$ cat src/rtl/eth_pkg.sv
// eth_pkg: shared FSM state type, framing constants and bit-reversal helper for the Ethernet TX framer.
package eth_pkg;

    typedef enum logic [2:0] {IDLE, PRE, SFD, DATA, PAD, FCS, IFG} eth_tx_state_e;

    localparam logic [7:0] ETH_PREAMBLE_BYTE = 8'h55;
    localparam logic [7:0] ETH_SFD_BYTE      = 8'hD5;

    function automatic logic [7:0] bitrev8(input logic [7:0] b);
        logic [7:0] r;
        for (int i = 0; i < 8; i++) r[i] = b[7-i];
        return r;
    endfunction

endpackage

$ cat src/rtl/eth_tx_framer_crc32.sv
// crc32: MSB-first CRC register, all-ones init, sync init via rst_i plus async active-low reset.
module crc32 #(
    parameter int DATA_WIDTH = 8,
    parameter int CRC_WIDTH  = 32,
    parameter logic [CRC_WIDTH-1:0] POLY = 32'h04C11DB7
) (
    input  logic                  clk_i,
    input  logic                  rstn_i,
    input  logic                  rst_i,
    input  logic                  crc_en_i,
    input  logic [DATA_WIDTH-1:0] data_i,
    output logic [CRC_WIDTH-1:0]  crc_data_o
);

    logic [CRC_WIDTH-1:0] crc_q, crc_d;

    always_comb begin
        crc_d = crc_q;
        for (int i = DATA_WIDTH - 1; i >= 0; i--)
            crc_d = {crc_d[CRC_WIDTH-2:0], 1'b0} ^ ((crc_d[CRC_WIDTH-1] ^ data_i[i]) ? POLY : '0);
    end

    always_ff @(posedge clk_i or negedge rstn_i) begin
        if (!rstn_i)       crc_q <= '1;
        else if (rst_i)    crc_q <= '1;
        else if (crc_en_i) crc_q <= crc_d;
    end

    assign crc_data_o = crc_q;

endmodule

$ cat src/rtl/eth_tx_framer.sv
// eth_tx_framer: AXI-Stream byte payload to GMII byte stream (preamble, SFD, payload, FCS, IFG).
// Define ETH_TX_PAD_EN to zero-pad short frames up to MIN_FRAME bytes before the FCS.
module eth_tx_framer
    import eth_pkg::*;
#(
    parameter int PREAMBLE_LEN = 7,
    parameter int IFG_LEN      = 12,
    parameter int MIN_FRAME    = 60
) (
    input  logic       clk_i,
    input  logic       rstn_i,
    input  logic [7:0] s_tdata_i,
    input  logic       s_tvalid_i,
    input  logic       s_tlast_i,
    output logic       s_tready_o,
    output logic [7:0] tx_data_o,
    output logic       tx_en_o,
    output logic       tx_er_o
);

    localparam logic [15:0] PRE_LAST = 16'(PREAMBLE_LEN - 2);
    localparam logic [15:0] IFG_LAST = 16'(IFG_LEN - 1);
`ifdef ETH_TX_PAD_EN
    localparam logic [10:0] MIN_L    = 11'(MIN_FRAME);
`endif

    eth_tx_state_e state_q;
    logic [15:0]   cnt_q;
    logic [10:0]   byte_cnt_q, byte_nxt;
    logic          flush_q;
    logic [7:0]    tx_data_q;
    logic          tx_en_q, tx_er_q;
    logic [31:0]   crc_data;
    logic [7:0]    fcs_byte;
    logic          beat;

    assign s_tready_o = (state_q == DATA) || (state_q == IFG && flush_q);
    assign beat       = s_tvalid_i && s_tready_o;
    assign byte_nxt   = (byte_cnt_q == 11'd2047) ? byte_cnt_q : byte_cnt_q + 11'd1;
    // FCS byte k comes from crc bits [31-8k -: 8], sent LSB first and inverted
    assign fcs_byte   = ~bitrev8(8'(crc_data >> {~cnt_q[1:0], 3'b000}));

    crc32 #(.DATA_WIDTH(8), .CRC_WIDTH(32)) u_crc32 (
        .clk_i      (clk_i),
        .rstn_i     (rstn_i),
        .rst_i      (~rstn_i | (state_q == IDLE)),
        .crc_en_i   ((beat && state_q == DATA) || state_q == PAD),
        .data_i     ((state_q == DATA) ? bitrev8(s_tdata_i) : 8'h00),
        .crc_data_o (crc_data)
    );

    always_ff @(posedge clk_i or negedge rstn_i) begin
        if (!rstn_i) begin
            state_q    <= IDLE;
            cnt_q      <= '0;
            byte_cnt_q <= '0;
            flush_q    <= 1'b0;
            tx_data_q  <= 8'h00;
            tx_en_q    <= 1'b0;
            tx_er_q    <= 1'b0;
        end else begin
            tx_data_q <= 8'h00;
            tx_en_q   <= 1'b0;
            tx_er_q   <= 1'b0;
            cnt_q     <= cnt_q + 16'd1;
            case (state_q)
                IDLE: begin
                    cnt_q      <= '0;
                    byte_cnt_q <= '0;
                    if (s_tvalid_i) begin
                        state_q   <= (PREAMBLE_LEN == 1) ? SFD : PRE;
                        tx_data_q <= ETH_PREAMBLE_BYTE;
                        tx_en_q   <= 1'b1;
                    end
                end
                PRE: begin
                    tx_data_q <= ETH_PREAMBLE_BYTE;
                    tx_en_q   <= 1'b1;
                    if (cnt_q == PRE_LAST) state_q <= SFD;
                end
                SFD: begin
                    tx_data_q <= ETH_SFD_BYTE;
                    tx_en_q   <= 1'b1;
                    state_q   <= DATA;
                end
                DATA: begin
                    tx_en_q <= 1'b1;
                    if (s_tvalid_i) begin
                        tx_data_q  <= s_tdata_i;
                        byte_cnt_q <= byte_nxt;
                        if (s_tlast_i) begin
                            cnt_q <= '0;
`ifdef ETH_TX_PAD_EN
                            state_q <= (byte_nxt < MIN_L) ? PAD : FCS;
`else
                            state_q <= FCS;
`endif
                        end
                    end else begin
                        // underrun: poison the frame and drop the rest of it upstream
                        tx_er_q <= 1'b1;
                        cnt_q   <= '0;
                        flush_q <= 1'b1;
                        state_q <= IFG;
                    end
                end
`ifdef ETH_TX_PAD_EN
                PAD: begin
                    tx_en_q    <= 1'b1;
                    byte_cnt_q <= byte_nxt;
                    if (byte_nxt == MIN_L) begin
                        cnt_q   <= '0;
                        state_q <= FCS;
                    end
                end
`endif
                FCS: begin
                    tx_data_q <= fcs_byte;
                    tx_en_q   <= 1'b1;
                    if (cnt_q[1:0] == 2'd3) begin
                        cnt_q   <= '0;
                        state_q <= IFG;
                    end
                end
                IFG: begin
                    cnt_q <= (cnt_q == IFG_LAST) ? cnt_q : cnt_q + 16'd1;
                    if (beat && s_tlast_i) flush_q <= 1'b0;
                    if (cnt_q == IFG_LAST && (!flush_q || (s_tvalid_i && s_tlast_i))) state_q <= IDLE;
                end
                default: state_q <= IDLE;
            endcase
        end
    end

    assign tx_data_o = tx_data_q;
    assign tx_en_o   = tx_en_q;
    assign tx_er_o   = tx_er_q;

endmodule

$ cat config.mk
export PLATFORM = sky130hd
export DESIGN_NAME = eth_tx_framer
export DESIGN_NICKNAME = d
export VERILOG_FILES = /design/src/rtl/eth_pkg.sv /design/src/rtl/eth_tx_framer_crc32.sv /design/src/rtl/eth_tx_framer.sv
export SDC_FILE = /design/constraint.sdc
export NUM_CORES = 1
export LEC_CHECK = 0
export ABC_AREA = 0
export CORE_AREA = 2 2 77 97
export CTS_BUF_LIST = sky130_fd_sc_hd__clkbuf_16
export CTS_CLUSTER_SIZE = 25
export DETAILED_ROUTE_END_ITERATION = 7
export DIE_AREA = 0 0 79 99
export GPL_ROUTABILITY_DRIVEN = 0
export PLACE_DENSITY = 0.79
export SETUP_SLACK_MARGIN = 0.3
export SLEW_MARGIN = 20
export SYNTH_ARGS = -nofsm -noshare
export SYNTH_HDL_FRONTEND = slang
export SYNTH_HIERARCHICAL = 1
export SYNTH_SLANG_ARGS = --single-unit
$ cat constraint.sdc
create_clock -name clk_i -period 3.2 [get_ports clk_i]
set_input_delay 0.32 -clock clk_i [delete_from_list [all_inputs] [get_ports clk_i]]
set_output_delay 0.32 -clock clk_i [all_outputs]
set_load 0.03 [all_outputs]
Word level (Yosys, flattened, before mapping)
Cells that the tools add are included.
- memories kept: 0
- input bits: 12
- register bits after elaboration: 62
- RAM bits: 0
- bits in read-only memories: 0
- word-level logic and storage cells: 95
- output and inout bits: 11
- bits in latches: 0
- divide/modulo/power cells: 0
- shifts and indexed selects: 1
- equality and inequality tests: 17
- muxes and demuxes: 33
- $lt $le $gt $ge: 0
- bitwise logic cells: 20
- $add $sub $neg: 1
- reductions and logical operators: 16
- $mul: 0
- operators by type and width (cell ; count):
    $xor A32 B32 Y32 ; 8
    $mux W27 ; 8
    $mux W16 ; 4
    $mux W32 ; 2
    $pmux W16 S4 ; 1
    $pmux W8 S5 ; 1
    $shr A32 B5 Y8 ; 1
    $mux W3 ; 6
    $pmux W3 S6 ; 1
    $add A16 B1 Y16 const B ; 1
    $eq A16 B3 Y1 const B ; 1
    $eq A16 B4 Y1 const B ; 1
    $mux W8 ; 2
    $ne A2 B2 Y1 const B ; 5
    $eq A3 B3 Y1 const B ; 3
    $not A8 Y8 ; 1
    $xor A1 B1 Y1 ; 8
    $mux W7 ; 1
    $eq A3 B2 Y1 const B ; 2
    $logic_and A1 B1 Y1 ; 6
    $mux W1 ; 5
    $reduce_and A5 Y1 ; 1
    $ne A2 B1 Y1 const B ; 2
    $pmux W1 S2 ; 2
    other kinds (12) ; 15

Depth between registers and ports, before layout
Gate-level depths: netlist of the first run.
- word-level depth: 28
- mapped depth: 9
- mapped depth without buffers: 8

Modules after synthesis
Netlist of the first run, hierarchy kept.
- by module, submodules not included (module ; area each (µm²) ; cells an instance ; times used ; seq. area each (µm²)):
    crc32 ; 2069.5 ; 180 ; 1 ; 840.8
    eth_tx_framer ; 1968.1 ; 201 ; 1 ; 750.7

Worst setup path before layout of the first run
Ideal clock, no wire load.
- path kind: register to register
- from: register state_q[2]
- to: register u_crc32.crc_q[10], in the netlist u_crc32/crc_data_o[10]
- library setup time: 0.073 ns
- path slack: 0.659 ns
- arrival: 2.468 ns
- cell stages (with the launch flop): 10
- cells stage by stage: dfrtp_1 buf_4 buf_2 nor2_1 and2_1 xor2_4 xnor2_1 xnor3_2 xor2_1 a21oi_1
- longest elaborated chain between the ends: 15
- elaborated cells on any way between the ends: 31
- classes of those cells: eq/ne (3); mux (8); bitwise (13); reduce/logical (7)
- ends and longest elaborated chain (what ; line ; source):
    start, declared ; eth_tx_framer.sv:27 ; eth_tx_state_e state_q;
    start signal, assigned ; eth_tx_framer.sv:71 ; state_q <= (PREAMBLE_LEN == 1) ? SFD : PRE;
    $eq A3 B2 Y1 ; eth_tx_framer.sv:37, eth_tx_framer.sv:47, eth_tx_framer.sv:48 ;
    $mux W8 ; eth_tx_framer.sv:48 ; .data_i ((state_q == DATA) ? bitrev8(s_tdata_i) : 8'h00),
    $xor A1 B1 Y1 ; eth_tx_framer_crc32.sv:20 ; crc_d = {crc_d[CRC_WIDTH-2:0], 1'b0} ^ ((crc_d[CRC_WIDTH-1] ^ data_i[i]) ? POLY : '0);
    $mux W27 ; eth_tx_framer_crc32.sv:20 ;
    $xor A32 B32 Y32 (6 in a row) ; eth_tx_framer_crc32.sv:20 ;
    $xor A1 B1 Y1 ; eth_tx_framer_crc32.sv:20 ;
    $mux W27 ; eth_tx_framer_crc32.sv:20 ;
    $xor A32 B32 Y32 ; eth_tx_framer_crc32.sv:20 ;
    $mux W32 ; eth_tx_framer_crc32.sv:26 ; else if (crc_en_i) crc_q <= crc_d;
    $mux W32 ; eth_tx_framer_crc32.sv:25 ; else if (rst_i) crc_q <= '1;
    end signal, assigned ; eth_tx_framer_crc32.sv:26 ;
    end, declared ; eth_tx_framer_crc32.sv:15 ; logic [CRC_WIDTH-1:0] crc_q, crc_d;
Parallel ways exist; a longest one is shown, timed or not. The select of a mux whose other input is x is not followed.
A chain may end at the register's enable or synchronous reset.

Worst setup path in the final report of the first run
- from: register state_q[0]
- to: register u_crc32.crc_q[7], in the netlist u_crc32/crc_data_o[7]
Same word-level chain as after synthesis.

==> key figures, run 1 <==
Run status
  • Run status: finished clean

GRT
  • Largest net degree at the start of global routing: 63
  • Grt total ovfl: 0
  • GR Layer Usage met3: 4.670%
  • Number of antenna violations at the first check in global routing: 0
  • Global Route met2 Usage: 43.02%
  • Via count of the first global-routing pass: 3036
  • Global-route wire length before repair: 15180 µm
  • Global routing usage summed across all routing layers: 25.36%
  • Most Crowded Layer GR: met2
  • Fraction of met1 tracks used by global routing: 31.46%

Worst setup path
  • Setup slack on the worst flop-to-flop path: 0.55 ns
  • Required time of the worst setup path: 3.45 ns
  • Depth of the most critical reg-to-reg path: 8
  • Worst Setup End Kind: flop
  • Worst reg2reg path endpoint: u_crc32/crc_data_o[7]$_DFFE_PN1P_
  • CP max stage cell: xnor3_2
  • Critical path type: flop to flop
  • Cell type with the highest occurrence count on the critical path: xnor2_1
  • Startpoint types: flop
  • Chain of cells forming the critical path: nand2_1, nor2_1, and2_1, xor2_4, xnor2_1, xnor3_2, xnor2_1, a21oi_1
  • Largest driver fanout on the critical path: 10
  • Arrival @ worst endpoint: 2.90 ns
  • Max incr delay on CP: 0.50 ns
  • FF-to-FF Start: state_q[0]$_DFFE_PN0P_

Synthesis
  • Synth warn: 6
  • Most used flip-flop cell after synthesis: dfstp_2
  • Sequential cell area fraction in the yosys report: 39.42%
  • Cell area after synthesis: 0.004038 mm²
  • Cell count after synthesis: 381
  • Post-Syn Nets: 396
  • Largest cells by area after synthesis: dfstp_2 21%, dfrtp_1 19%, xnor2_1 7.4%
  • Post-synth top area cell: dfstp_2
  • Top cell type's share of synthesized area: 20.82%
  • Fraction of synthesis flops using an asynchronous set or reset pin: 100.0%
  • Count of distinct cell types in the synthesized netlist: 53
  • Count leader, synth: xnor2_1
  • Per-instance average area after synthesis: 10.60 µm²
  • Number of enable-type register cells in the synthesized netlist: 0
  • Top cells by count, synth: 34 x xnor2_1, 33 x nor2_1, 32 x dfstp_2
  • Register bit total from synthesis: 62

Floorplanning
  • Site row count: 34
  • Starting utilization of the core area: 58.59%
  • Area enclosed by the die boundary: 0.007821 mm²
  • Chip Height: 99 µm
  • Ports placed on the boundary: 23
  • Overall die width: 79 µm
  • Area of the core region: 0.006892 mm²

Clocking
  • Post-CTS Hold Fix Bufs: 0
  • Buffer levels on the longest clock path: 2
  • TritonCTS clock tree: done
  • Sink Count: 62
  • Clock latency on the worst-skew pair: 0.33 ns
  • Resized cells post-CTS: 0
  • Root cell of the clock tree: clkbuf_16
  • Number of buffers added by the clock tree synthesis step: 9
  • H-tree depth: 3
  • Clock transition at path regs: 0.05 ns
  • Post-CTS Setup Bufs: 0

Route
  • DRC viols: 0
  • Starting DRT DRC Count: 149
  • Final antenna-violating net count: 0
  • First-pass iteration count of the detailed router: 4
  • Routed length per placed instance: 18.36 µm
  • Total detailed-routing wirelength: 9127 µm
  • Number of vias after detailed routing: 2968
  • Detailed-route vias per instance: 5.972

STA
  • Setup repair after global routing missed its margin: no
  • Minimum setup slack in the final design: 0.5521 ns
  • Final Skew: 0.008666 ns
  • Pin slew with the least headroom to its limit: 0.7800 ns
  • Worst slew margin relative to its limit: 48.00%
  • Peak Freq: 377.7 MHz
  • Final clock period utilization by the worst path: 82.75%
  • Setup violation total in the final timing report: 0
  • Count of final max-slew check failures: 0
  • Total Negative Setup Slacks: 0 ns
  • Final hold viol count: 0
  • Final critical delay including setup and external delays: 2.648 ns

Placement
  • HPWL after DPL: 6352 µm
  • Count of input and output buffers: 22
  • Post-placement worst setup slack: 0.6030 ns
  • Placed standard-cell area: 0.004370 mm²
  • Post-placement cell count: 481

Power and ir drop
  • Overall power after layout: 5.568 mW
  • Power spent charging and discharging nets: 2.375 mW
  • Leakage power summed over all cells: 1.742 nW
  • Sw Ratio: 42.66%
  • Ratio of total power to cell area: 1198 mW/mm²
  • Logic pwr share: 59.9%
  • Share of total power in the clock network: 16.0%
  • Internal power contribution: 3.193 mW
  • Seq pwr share: 24.1%
  • Worst voltage drop across the vdd grid: 0.7207 mV

Job
  • Max-cap viol count: 0

Cells and area
  • Antenna diode count: 0
  • Cell area after layout: 0.004648 mm²
  • # nets final: 417
  • Share of layout cells above drive strength 1: 22.85%
  • Final instance count without filler cells: 497
  • Signed area change from the synthesized netlist to the final layout: 15.12%

Min path
  • Min-delay worst type: input port to asynchronous set/reset pin
power by group through the flow:
stage / clock (mW) / sequential (mW) / combinational [mW]
2_1_floorplan: 0 / 1.37 / 2.55
3_3_place_gp: 0 / 1.34 / 3.21
3_5_place_dp: 0 / 1.35 / 3.29
4_1_cts: 0.907 / 1.34 / 3.32
5_1_grt: 0.944 / 1.37 / 3.58
6_report: 0.892 / 1.34 / 3.34
registers in the layout, summed over array words and instances, names as in the netlist:
name and count:
tx_er_o 1, tx_data_o 8, u_crc32/crc_data_o 32, state_q 3, tx_en_o 1, flush_q 1
cnt_q 16
through the flow:
step           hold slack (ns)  utilization [%]
2_1_floorplan          0.02441                -
3_5_place_dp            0.5545            63.42
4_1_cts                 0.2318            67.45
5_1_grt                 0.2841            67.45
6_report                0.1966            67.45
3_3_place_gp            0.5483            63.42
layout make-up:
cell class | instances | area, µm²
Multi-Input combinational cell | 291 | 2333
Fill cell | 504 | 2243
Sequential cell | 62 | 1592
Timing Repair Buffer | 34 | 317.8
Clock buffer | 10 | 250.2
Tap cell | 90 | 112.6
Clock inverter | 6 | 27.53
Inverter | 4 | 15.01
cell families (layout without fill, tap and decap cells):
family,Yosys count,in the layout,share of synthesized area (%)
AOI/OAI and AO/OA,92,92,15.15
xor gates and xnor gates,79,79,21.88
adders and majority gates,3,3,0.9298
buffers and inverters,28,54,3.129
DFF,62,62,39.42
muxes,10,10,5.082
and+or+nand+nor,107,107,14.41
worst max-delay path by stage:
| stage | startpoint | slack (ns) | end |
|---|---|---|---|
| global placement | state_q[0]$_DFFE_PN0P_ | 0.71 | u_crc32/crc_data_o[10]$_DFFE_PN1P_ |
| global route | state_q[1]$_DFFE_PN0P_ | 0.37 | u_crc32/crc_data_o[7]$_DFFE_PN1P_ |
| detailed placement | state_q[0]$_DFFE_PN0P_ | 0.60 | u_crc32/crc_data_o[7]$_DFFE_PN1P_ |
| floorplan | state_q[2]$_DFFE_PN0P_ | 0.66 | u_crc32/crc_data_o[10]$_DFFE_PN1P_ |
| finish | state_q[0]$_DFFE_PN0P_ | 0.55 | u_crc32/crc_data_o[7]$_DFFE_PN1P_ |
| CTS | state_q[0]$_DFFE_PN0P_ | 0.57 | u_crc32/crc_data_o[7]$_DFFE_PN1P_ |
critical path, delay by kind of cell, from the launching register on:
family	cells	cell delay, ns
compound gates	1	0.18
xor+xnor	4	1.16
flops	1	0.34
simple gates	3	0.90
cell usage in the layout, fill, tap and decap left out, types with 6 or more instances in the layout:
master	count
buf_4	11
mux4_2	8
a211o_1	15
xor2_1	31
xnor2_4	6
dfstp_2	32
dfrtp_1	30
nor2_1	33
a21oi_1	29
o22ai_1	6
o21ai_0	17
clkdlybuf4s50_1	21
nand3_1	12
and2_1	12
nor3_1	12
xnor2_1	34
nand2_1	15
clkbuf_16	10
xnor2_2	6
nor2b_1	7
layer usage:
layer,part of all wire [%],up-vias
met2,53,65
met3,3.1,23
met4,3.1,0
li1,-,1388
met1,41,1492
met5,0,-
Note: power is estimated with default switching activity, not from simulation.
==> inputs of run 2 (changes only) <==
Settings changed: CORE_AREA 2 2 77 97 to 2 2 81 102, DIE_AREA 0 0 79 99 to 0 0 83 104, PLACE_DENSITY 0.79 to 0.76.
Clock period 3.2 ns to 2.3 ns, I/O delays scaled along.
==> run 2 against run 1 <==
Compared with the run above:
- core utilization up 1.5 points
- clock skew fell by 0.0019 ns
- sequential share of layout area down 4.3 points
- critical path type unchanged
- largest power group unchanged
==> key figures, run 2 (synthesis results as in run 1) <==
GRT
  • Global routing usage summed across all routing layers: 23.47% (was 25.36%)
  • Via count of the first global-routing pass: 3130 (was 3036)
  • Global-route wire length before repair: 15770 µm (was 15180 µm)
  • Largest net degree at the start of global routing: 63 (unchanged)
  • Grt total ovfl: 0 (unchanged)
  • Number of antenna violations at the first check in global routing: 0 (unchanged)

Route
  • Final antenna-violating net count: 0 (unchanged)
  • Detailed-route vias per instance: 5.867 (was 5.972)
  • Total detailed-routing wirelength: 9974 µm (was 9127 µm)
  • Routed length per placed instance: 18.68 µm (was 18.36 µm)
  • DRC viols: 0 (unchanged)
  • First-pass iteration count of the detailed router: 5 (was 4)
  • Starting DRT DRC Count: 167 (was 149)
  • Number of vias after detailed routing: 3133 (was 2968)

Floorplanning
  • Area enclosed by the die boundary: 0.008632 mm² (was 0.007821 mm²)
  • Overall die width: 83 µm (was 79 µm)
  • Ports placed on the boundary: 23 (unchanged)
  • Starting utilization of the core area: 52.42% (was 58.59%)
  • Chip Height: 104 µm (was 99 µm)
  • Area of the core region: 0.007702 mm² (was 0.006892 mm²)
  • Site row count: 36 (was 34)

Power and ir drop
  • Logic pwr share: 64.5% (was 59.9%)
  • Power spent charging and discharging nets: 3.876 mW (was 2.375 mW)
  • Seq pwr share: 19.4% (was 24.1%)
  • Sw Ratio: 40.51% (was 42.66%)
  • Worst voltage drop across the vdd grid: 1.065 mV (was 0.7207 mV)
  • Leakage power summed over all cells: 2.040 nW (was 1.742 nW)
  • Internal power contribution: 5.692 mW (was 3.193 mW)
  • Ratio of total power to cell area: 1801 mW/mm² (was 1198 mW/mm²)
  • Share of total power in the clock network: 16.1% (was 16.0%)

Min path
  • Min-delay worst type: input port to asynchronous set/reset pin (unchanged)

Cells and area
  • Share of layout cells above drive strength 1: 35.99% (was 22.85%)
  • Fill count: 529 (was 504)
  • Signed area change from the synthesized netlist to the final layout: 31.61% (was 15.12%)
  • # nets final: 449 (was 417)
  • Antenna diode count: 0 (unchanged)
  • Commonest cells after routing, fill and taps aside: 34 x buf_4, 32 x dfstp_2, 31 x nor2_1 (was 34 x xnor2_1, 33 x nor2_1, 32 x dfstp_2)
  • Most common library cell in the layout ignoring fill and taps: buf_4 (was xnor2_1)
  • Final design utilization: 68.99% (was 67.45%)
  • Largest register FFs: 32 (unchanged)

STA
  • Final clock period utilization by the worst path: 92.86% (was 82.75%)
  • Total Negative Setup Slacks: 0 ns (unchanged)
  • Final hold viol count: 0 (unchanged)
  • Worst slew margin relative to its limit: 48.02% (was 48.00%)
  • Setup repair after global routing missed its margin: yes (was no)
  • Peak Freq: 468.2 MHz (was 377.7 MHz)
  • Count of final max-slew check failures: 0 (unchanged)
  • Pin slew with the least headroom to its limit: 0.7797 ns (was 0.7800 ns)
  • Final Skew: 0.006786 ns (was 0.008666 ns)
  • Tightest hold margin: 0.1068 ns (was 0.1966 ns)
  • Minimum setup slack in the final design: 0.1641 ns (was 0.5521 ns)
  • Setup violation total in the final timing report: 0 (unchanged)
  • Final critical delay including setup and external delays: 2.136 ns (was 2.648 ns)

Clocking
  • TritonCTS clock tree: done (unchanged)
  • Clock latency on the worst-skew pair: 0.33 ns (about the same)
  • Root cell of the clock tree: clkbuf_16 (unchanged)
  • Buffer levels on the longest clock path: 2 (unchanged)
  • H-tree depth: 3 (unchanged)
  • Clock transition at path regs: 0.05 ns (about the same)
  • Sink Count: 62 (unchanged)
  • Post-CTS Hold Fix Bufs: 0 (unchanged)
  • Number of buffers added by the clock tree synthesis step: 9 (unchanged)

Worst setup path
  • Required time of the worst setup path: 2.55 ns (was 3.45 ns)
  • Startpoint types: flop (unchanged)
  • Arrival @ worst endpoint: 2.39 ns (was 2.90 ns)
  • Worst Setup End Kind: flop (unchanged)
  • Critical path type: flop to flop (unchanged)
  • Largest driver fanout on the critical path: 5 (was 10)

Placement
  • Count of input and output buffers: 22 (unchanged)
  • Post-placement worst setup slack: 0.06433 ns (was 0.6030 ns)
  • HPWL after DPL: 6305 µm (was 6352 µm)

Run status
  • Run status: finished clean (unchanged)

Job
  • Max-cap viol count: 0 (unchanged)
[run 2: cell types whose count changed in the layout (fill, tap and decap cells not counted), sizes merged]
cell and delta:
buf +32, bufinv +3, clkinv -3, clkbuf -1, clkdlybuf4s50 -1, clkinvlp +1
nor2 +1
[run 2: timing repair]
action / CTS / global route
hold endpoints to repair: 0 / 0
pin swaps: 12 / 9
gates cloned: 1 / 0
buffers inserted: 15 / 4
endpoints found under the setup margin: 26 / 36
resized for setup: 14 / 21
[run 2: power groups by stage]
stage / sequential, mW / clock [mW] / combinational, mW
after global placement: 1.83 / 0 / 4.92
after floorplan: 1.92 / 0 / 3.77
after global routing: 1.90 / 1.62 / 6.49
final: 1.86 / 1.54 / 6.17
after CTS: 1.84 / 1.56 / 5.67
after detailed placement: 1.84 / 0 / 5.03
[run 2: critical path: stages (launching register included)]
cell and delay, ns:
dfrtp_2 0.46, nor2_4 0.19, and2_4 0.22, xnor2_4 0.14
xnor2_1 0.44, xnor2_1 0.14, buf_4 0.17, xor2_1 0.13
o21ai_0 0.17
[run 2: layer usage]
| layer | global-route usage (%) | vias up | routed length, µm | part of all wire, % |
|---|---|---|---|---|
| met5 | 0 | - | 0 | 0 |
| li1 | - | 1450 | - | - |
| met1 | 29.09 | 1567 | 3940 | 40 |
| met4 | 11.36 | 0 | 221 | 2.2 |
| met2 | 39.17 | 99 | 5305 | 53 |
| met3 | 4.524 | 17 | 507 | 5.1 |
[run 2: cell type report]
class	instances	area (µm²)	area share, %
Multi-Input combinational cell	292	2623	49.35
Sequential cell	62	1593	29.97
Clock inverter	7	113.9	2.143
Tap cell	95	118.9	2.237
Timing Repair Buffer	65	625.6	11.77
Clock buffer	9	225.2	4.238
Inverter	4	15.01	0.2826
[run 2: worst paths after layout]
path                                        start                                  to  slack [ns]  cells past startpoint
min                                        rstn_i              tx_data_o[4]$_DFF_PN0_        0.11                      2
max reg2reg                state_q[2]$_DFFE_PN0P_   u_crc32/crc_data_o[8]$_DFFE_PN1P_        0.16                      8
min reg2reg                  cnt_q[8]$_DFFE_PN0P_                cnt_q[8]$_DFFE_PN0P_        0.56                      1
max in group asynchronous                  rstn_i              state_q[2]$_DFFE_PN0P_        1.66                      2
max                        state_q[2]$_DFFE_PN0P_   u_crc32/crc_data_o[8]$_DFFE_PN1P_        0.16                      8
min in group clk_i                         rstn_i  u_crc32/crc_data_o[20]$_DFFE_PN1P_        0.33                      3
[run 2: per-stage QoR]
stage	cells	power [mW]	area (µm²)
CTS	530	9.075	5171
global placement	498	6.747	4568
global route	534	10.01	5314
finish	534	9.568	5314
floorplan	381	5.693	4167
detailed placement	498	6.871	4568
